File: src/rtl/id_stage_v3.sv
// id_stage_v3: registered MIPS integer decode stage (IF/ID -> ID/EX) with valid/ready handshake.
// Define ID_FORWARDING_EN to forward EX/MEM results into the operands; otherwise RAW hazards stall.
module id_stage_v3 #(
  parameter int DATA_W = 32,
  parameter int PC_W   = 32
) (
  input  logic              clk,
  input  logic              rst,
  input  logic              i_flush,
  input  logic              i_valid,
  output logic              o_ready,
  input  logic [PC_W-1:0]   i_pc,
  input  logic [31:0]       i_inst,
  output logic              o_rreg1_en,
  output logic [4:0]        o_rreg1_addr,
  output logic              o_rreg2_en,
  output logic [4:0]        o_rreg2_addr,
  input  logic [DATA_W-1:0] i_reg1_data,
  input  logic [DATA_W-1:0] i_reg2_data,
  input  logic              i_ex_wreg,
  input  logic [4:0]        i_ex_wreg_addr,
  input  logic [DATA_W-1:0] i_ex_wdata,
  input  logic              i_mem_wreg,
  input  logic [4:0]        i_mem_wreg_addr,
  input  logic [DATA_W-1:0] i_mem_wdata,
  output logic              o_valid,
  input  logic              i_ready,
  output logic [PC_W-1:0]   o_pc,
  output logic [2:0]        o_alusel,
  output logic [7:0]        o_aluop,
  output logic [DATA_W-1:0] o_reg1_data,
  output logic [DATA_W-1:0] o_reg2_data,
  output logic              o_wreg,
  output logic [4:0]        o_wreg_addr,
  output logic              o_instvalid
);
  localparam logic [2:0] SEL_LOGIC = 3'b001;
  localparam logic [2:0] SEL_SHIFT = 3'b010;
  localparam logic [2:0] SEL_ARITH = 3'b011;
  localparam logic [7:0] OP_AND  = 8'h24;
  localparam logic [7:0] OP_OR   = 8'h25;
  localparam logic [7:0] OP_XOR  = 8'h26;
  localparam logic [7:0] OP_ADDU = 8'h21;
  localparam logic [7:0] OP_SLL  = 8'h7C;

  typedef struct packed {
    logic [PC_W-1:0]   pc;
    logic [2:0]        alusel;
    logic [7:0]        aluop;
    logic [DATA_W-1:0] reg1;
    logic [DATA_W-1:0] reg2;
    logic              wreg;
    logic [4:0]        waddr;
    logic              instvalid;
  } idex_t;

  logic [5:0]  op, funct;
  logic [4:0]  rs, rt, rd, shamt;
  logic [15:0] imm16;
  assign op    = i_inst[31:26];
  assign rs    = i_inst[25:21];
  assign rt    = i_inst[20:16];
  assign rd    = i_inst[15:11];
  assign shamt = i_inst[10:6];
  assign funct = i_inst[5:0];
  assign imm16 = i_inst[15:0];

  logic              legal, rd1_en, rd2_en, wr_en;
  logic [2:0]        sel;
  logic [7:0]        aop;
  logic [4:0]        waddr;
  logic [DATA_W-1:0] imm;

  always_comb begin
    legal  = 1'b0;
    rd1_en = 1'b0;
    rd2_en = 1'b0;
    wr_en  = 1'b0;
    sel    = 3'b000;
    aop    = 8'h00;
    waddr  = 5'd0;
    imm    = '0;
    case (op)
      6'h00: begin
        case (funct)
          6'h24, 6'h25, 6'h26, 6'h27: begin
            legal = 1'b1; sel = SEL_LOGIC; aop = {2'b00, funct};
            rd1_en = 1'b1; rd2_en = 1'b1; wr_en = 1'b1; waddr = rd;
          end
          6'h21, 6'h23: begin
            legal = 1'b1; sel = SEL_ARITH; aop = {2'b00, funct};
            rd1_en = 1'b1; rd2_en = 1'b1; wr_en = 1'b1; waddr = rd;
          end
          6'h00, 6'h02, 6'h03: begin
            // operand 1 carries shamt; the all-zero word is a NOP and never writes
            legal = 1'b1; sel = SEL_SHIFT;
            aop = (funct == 6'h00) ? OP_SLL : {2'b00, funct};
            rd2_en = 1'b1; wr_en = (i_inst != 32'h0); waddr = rd;
            imm = DATA_W'(shamt);
          end
          default: ;
        endcase
      end
      6'h0C, 6'h0D, 6'h0E: begin
        legal = 1'b1; sel = SEL_LOGIC;
        aop = (op == 6'h0C) ? OP_AND : (op == 6'h0D) ? OP_OR : OP_XOR;
        rd1_en = 1'b1; wr_en = 1'b1; waddr = rt; imm = DATA_W'(imm16);
      end
      6'h09: begin
        legal = 1'b1; sel = SEL_ARITH; aop = OP_ADDU;
        rd1_en = 1'b1; wr_en = 1'b1; waddr = rt; imm = DATA_W'($signed(imm16));
      end
      6'h0F: begin
        legal = 1'b1; sel = SEL_LOGIC; aop = OP_OR;
        rd1_en = 1'b1; wr_en = 1'b1; waddr = rt; imm = DATA_W'({imm16, 16'h0000});
      end
      default: ;
    endcase
  end

  logic [DATA_W-1:0] src1, src2;
  logic              hazard;
`ifdef ID_FORWARDING_EN
  always_comb begin
    src1 = i_reg1_data;
    if (rs == 5'd0)                               src1 = '0;
    else if (i_ex_wreg && i_ex_wreg_addr == rs)   src1 = i_ex_wdata;
    else if (i_mem_wreg && i_mem_wreg_addr == rs) src1 = i_mem_wdata;
    src2 = i_reg2_data;
    if (rt == 5'd0)                               src2 = '0;
    else if (i_ex_wreg && i_ex_wreg_addr == rt)   src2 = i_ex_wdata;
    else if (i_mem_wreg && i_mem_wreg_addr == rt) src2 = i_mem_wdata;
  end
  assign hazard = 1'b0;
`else
  assign src1 = (rs == 5'd0) ? '0 : i_reg1_data;
  assign src2 = (rt == 5'd0) ? '0 : i_reg2_data;
  assign hazard =
    (rd1_en && rs != 5'd0 && ((i_ex_wreg && i_ex_wreg_addr == rs) || (i_mem_wreg && i_mem_wreg_addr == rs))) ||
    (rd2_en && rt != 5'd0 && ((i_ex_wreg && i_ex_wreg_addr == rt) || (i_mem_wreg && i_mem_wreg_addr == rt)));
  logic unused_wdata;
  assign unused_wdata = ^{i_ex_wdata, i_mem_wdata};
`endif

  idex_t dec, idex_d, idex_q;
  logic  valid_d, valid_q, load;

  always_comb begin
    dec.pc        = i_pc;
    dec.alusel    = sel;
    dec.aluop     = aop;
    dec.reg1      = rd1_en ? src1 : imm;
    dec.reg2      = rd2_en ? src2 : imm;
    dec.wreg      = wr_en;
    dec.waddr     = waddr;
    dec.instvalid = legal;
  end

  assign o_ready = (!valid_q || i_ready) && !hazard && !rst && !i_flush;
  assign load    = i_valid && o_ready;

  // An empty register is all zeros, whether emptied by flush or by draining.
  always_comb begin
    valid_d = valid_q;
    idex_d  = idex_q;
    if (i_flush) begin
      valid_d = 1'b0;
      idex_d  = '0;
    end else if (load) begin
      valid_d = 1'b1;
      idex_d  = dec;
    end else if (valid_q && i_ready) begin
      valid_d = 1'b0;
      idex_d  = '0;
    end
  end

  always_ff @(posedge clk) begin
    if (rst) begin
      valid_q <= 1'b0;
      idex_q  <= '0;
    end else begin
      valid_q <= valid_d;
      idex_q  <= idex_d;
    end
  end

  assign o_rreg1_en   = rd1_en;
  assign o_rreg1_addr = rs;
  assign o_rreg2_en   = rd2_en;
  assign o_rreg2_addr = rt;
  assign o_valid      = valid_q;
  assign o_pc         = idex_q.pc;
  assign o_alusel     = idex_q.alusel;
  assign o_aluop      = idex_q.aluop;
  assign o_reg1_data  = idex_q.reg1;
  assign o_reg2_data  = idex_q.reg2;
  assign o_wreg       = idex_q.wreg;
  assign o_wreg_addr  = idex_q.waddr;
  assign o_instvalid  = idex_q.instvalid;
endmodule

File: config.mk
export PLATFORM = sky130hd
export DESIGN_NAME = id_stage_v3
export DESIGN_NICKNAME = d
export VERILOG_FILES = /design/src/rtl/id_stage_v3.sv
export SDC_FILE = /design/constraint.sdc
export NUM_CORES = 1
export LEC_CHECK = 0
export CAP_MARGIN = 20
export CORE_MARGIN = 2
export CORE_UTILIZATION = 34
export CTS_CLUSTER_DIAMETER = 120
export DETAILED_ROUTE_END_ITERATION = 10
export PLACE_DENSITY = 0.74
export SLEW_MARGIN = 20
export SYNTH_ARGS = -nofsm -noshare
export SYNTH_HDL_FRONTEND = slang
export SYNTH_SLANG_ARGS = --single-unit
File: constraint.sdc
create_clock -name clk -period 1.95 [get_ports clk]
set_input_delay 0.39 -clock clk [delete_from_list [all_inputs] [get_ports clk]]
set_output_delay 0.39 -clock clk [all_outputs]
set_load 0.1 [all_outputs]
Word-level counts from Yosys, hierarchy flattened:

Cells that the tools add are included.

* input port bits: 209
* bits in registers: 115
* output and inout port bits: 128
* word-level logic and storage cells: 90

* reductions and logical operators: 38
* mux-type cells: 26
* eq/ne operators: 17

Operators by type and width (count)
* 114-bit two-way mux: 2
* 32-bit two-way mux: 4
* 32-bit one-hot mux with 4 select lines: 1
* 6-bit equality test (second input constant): 6
* 32-bit nonzero test: 1
* 6-bit by 4-bit equality test with 1-bit output (second input constant): 5
* 7-bit one-hot mux with 4 select lines: 1
* 5-bit equality test: 4
* 7-bit one-hot mux with 2 select lines: 1
* 1-bit logical AND: 13
* 6-bit by 2-bit equality test with 1-bit output (second input constant): 2
* 6-bit logical NOT: 2
* 2-bit one-hot mux with 3 select lines: 2
* 5-bit logical NOT: 2
* 5-bit two-way mux: 2
* 5-bit one-hot mux with 2 select lines: 1
* 5-bit nonzero test: 2
* 9-bit OR reduction: 1
* 1-bit one-hot mux with 2 select lines: 4
* 4-bit OR reduction: 2
* 7-bit two-way mux: 1
* 3-bit OR reduction: 2
* 6-bit OR reduction: 1
* 1-bit two-way mux: 5
* other kinds (6): 14

Depth between registers and ports, before layout:

* depth after elaboration: 13
* gate-level depth with buffers: 8

Worst setup path before layout:

Ideal clock, no wire load.

* path kind: input port to output port
* start: in i_inst[26]
* end: out o_ready
* data arrival time: 2805 ps
* path buffers: 0
* data required time: 1560 ps
* path slack: -1245 ps
* cell stages on the path: 5
* cells stage by stage: nor4_1 nand3_1 o21bai_2 a32oi_1 and3_1

* word-level cells in the longest chain between the ends: 10
* elaborated cells on any way between the ends: 18
* classes of those cells: eq/ne (5); mux (2); reduce/logical (11)

Ends and longest elaborated chain
* start: declaration: RTL line 13 `input logic [31:0] i_inst,`
* 6-bit by 4-bit equality test with 1-bit output: RTL line 83 `case (op)`
* 5-bit OR reduction (no source line)
* 1-bit one-hot mux with 2 select lines *: RTL line 83
* via o_rreg1_en: RTL line 14 `output logic o_rreg1_en,`
* 1-bit logical AND * (2 in a row): RTL line 139 `(rd1_en && rs != 5'd0 && ((i_ex_wreg && i_ex_wreg_addr == rs) || (i_mem_wreg && i_mem_wreg_addr == rs))) ||`
* 1-bit logical OR *: RTL line 139
* 1-bit logical NOT *: RTL line 159 `assign o_ready = (!valid_q || i_ready) && !hazard && !rst && !i_flush;`
* 1-bit logical AND * (3 in a row): RTL line 159
* end: declaration: RTL line 11 `output logic o_ready,`

Mark *: on every way through the listed nets, which the timed path passes. The rest lies on a longest branch.

Worst setup path after layout:

* start: in i_inst[19]
* end: out o_ready

* word-level cells in the longest chain between the ends: 9
* elaborated cells on any way between the ends: 13
* classes of those cells: eq/ne (2); reduce/logical (11)

Ends and longest elaborated chain
* 5-bit equality test: RTL line 140 `(rd2_en && rt != 5'd0 && ((i_ex_wreg && i_ex_wreg_addr == rt) || (i_mem_wreg && i_mem_wreg_addr == rt)));`
* 1-bit logical AND: RTL line 140
* 1-bit logical OR: RTL line 140
* 1-bit logical AND *: RTL line 140
* 1-bit logical OR *: RTL line 139
* 1-bit logical NOT *: RTL line 159
* 1-bit logical AND * (3 in a row): RTL line 159

Mark *: on every way between the ends. The rest lies on a longest branch, timed or not.

==> run metrics <==
Post-Synthesis Cells=631; Slew Limit Fails=0; Max-cap violations=0; HP Class=input port to flop; flops & latches, synth=113; Async S/R FF share, synth=0; starting density of the core=0.347; clock latency at the later pin of the worst-skew pair=0.41 ns; peak supply drop=0.000580 V; failing checks=negative setup slack; commonest non-fill, non-tap cell in the layout=nand2_1; first-pass GRT wire length=33.9 mm; Layout Skew=0.00481 ns; Rows=46; most frequent cells in the layout=nand2_1 (222), buf_4 (181), dfxtp_1 (113), clkdlybuf4s50_1 (112), mux2i_1 (109); Filler cells=1376; die width=131 µm; area delta synth->final=82.7%; initial antenna violation count=0; num ports=337; fin area=0.0101 mm²; Vias/cell=4.91; critical path capture point type=primary output; Unique masters post-synth=37; hold_ws=0.422 ns; gr usage total=0.253; total negative slack=-10.49 ns; Fmax achieved=0.435 GHz; Sink Count=113; min-delay src=i_inst[27]; Cell Pwr Density=673 mW/mm²; pre-CTS setup slack=-0.850 ns; grt ovf=0; vias=5893; RSZ-0062 raised after global routing=yes; Critical Path AT=1.91 ns; min Tclk post-route=2.30 ns; layout cells sized above 1=0.306; DRC errors left=0; clock root buffer=clkbuf_16; TritonCTS clock tree=done; status=complete, but fails checks; hpwl dp=14.9 mm; cts hold-fix bufs=0; critical path startpoint category=input port; warnings from Yosys=0; Routed Antenna Nets=0; Worst-path clk slew=0.05 ns; Post-synth EDFFs=0; placed cells=1137; Yosys top cell by area=dfxtp_1; antenna cell count=0; Worst Setup Path Type=input port to primary output; CTS Buffer Depth=2; routed length on met3=1.63 mm; DR WL/cell=18.4 µm; Die Y-Extent=131 µm; pin count of the biggest net entering global routing=45; leakage power=4.69 nW; non-filler cells, final=1199; CP Max Fanout=2; DR iter-0 viols=364; met2 wire len=10.6 mm; Final WS setup=-0.346 ns; core region area=0.0159 mm²; Synth Area per Inst=8.74 µm²; Setup-failing EPs final=107; die area=0.0173 mm²; input/output buffers=270; fin util=0.635; Post-Route WL=22.1 mm; top post-synthesis cells by area=dfxtp_1 (41%), mux2i_1 (20%), nand2_1 (15%); CTS buffer count=17; nets=1179; post-synth top area share=0.410; reg2reg start=o_valid; Fin. Hold Viols=0; top layer in use=met4; worst setup path start=i_inst[19]; RePlAce Congestion=0.833; data required time of the worst path=1.56 ns; number of global-route vias before repair=6014; top_reg_cell synth=dfxtp_1; Tot Pwr=6.78 mW; Post-Route M1 WL=9.37 mm; router iterations before antenna repair=5; part of the cycle the worst path needs=1.18; H-Tree Depth=4; Seq/Total Area, Yosys=0.410; Syn Std Cell Area=0.00552 mm²; placed instance area=0.00883 mm²
[Yosys cell counts (3+ instances only)]
cell type / count
clkbuf_1: 31
mux2i_1: 112
buf_4: 16
a21oi_1: 5
o21ai_0: 6
nand4_1: 4
nand2b_1: 3
nor2_1: 8
and3_1: 3
o21a_1: 3
buf_2: 3
a221o_1: 15
a22o_1: 22
dfxtp_1: 113
nand2_1: 222
nor4_1: 4
a32o_1: 5
buf_6: 8
nor3_1: 4
xnor2_1: 20
[sequential cells by signal, summed over array words and instances, names as in the netlist]
register,flops
o_pc,32
o_reg1_data,32
o_reg2_data,32
o_aluop,7
o_wreg_addr,5
o_alusel,2
o_instvalid,1
o_valid,1
o_wreg,1
[worst paths after layout]
path / end / slack [ns] / depth (start not counted)
worst max register to register: o_reg2_data[25] / 0.35 / 7
worst min-delay path: o_aluop[1] / 0.42 / 5
worst min register to register: o_pc[16] / 0.46 / 2
worst max-delay path: o_ready / -0.35 / 7
[layer usage]
layer / GRT usage / up-vias
met5: 0 / -
met4: 0.0960 / 0
met3: 0.0675 / 33
met2: 0.425 / 264
met1: 0.311 / 2762
li1: - / 2834
[cells by family (layout without fill, tap and decap cells)]
family / Yosys count / in the layout / synth area share
compound gates: 67 / 67 / 0.102
xor+xnor: 20 / 20 / 0.0317
mux: 112 / 112 / 0.203
flops: 113 / 113 / 0.410
simple gates: 258 / 258 / 0.189
buf+inv: 60 / 411 / 0.0633
other cells: 1 / 2 / 0.000680
[critical path, stage by stage]
cell and delay (ns):
buf_6 0.09, or4_4 0.54, nor2_4 0.15, a211oi_4 0.05, a32oi_2 0.26, and3_4 0.24, buf_12 0.17
[where the power goes]
| group | switching, mW | leakage, nW | internal, mW | total [mW] |
|---|---|---|---|---|
| clock | 1.13 | 0.303 | 2.17 | 3.30 |
| combinational | 0.575 | 3.48 | 0.583 | 1.16 |
| sequential | 0.00703 | 0.911 | 2.32 | 2.33 |
[cell type report]
cell class | count | area (µm²) | share of cell area
repair buffers | 377 | 3850 | 0.382
multi-input cells | 459 | 3060 | 0.304
flip-flops and latches | 113 | 2260 | 0.224
clock buffers | 19 | 443 | 0.0439
well taps | 216 | 270 | 0.0268
clock inverters | 13 | 185 | 0.0184
inverters | 2 | 7.51 | 0.000745
[repair_timing]
action,4_1_cts,5_1_grt
cloned,14,2
resized for setup,100,46
setup buffers,20,9
pin swaps,12,8
setup endpoints to repair,116,116
hold endpoints to repair,0,0
Power figures use the tool's default switching activity.
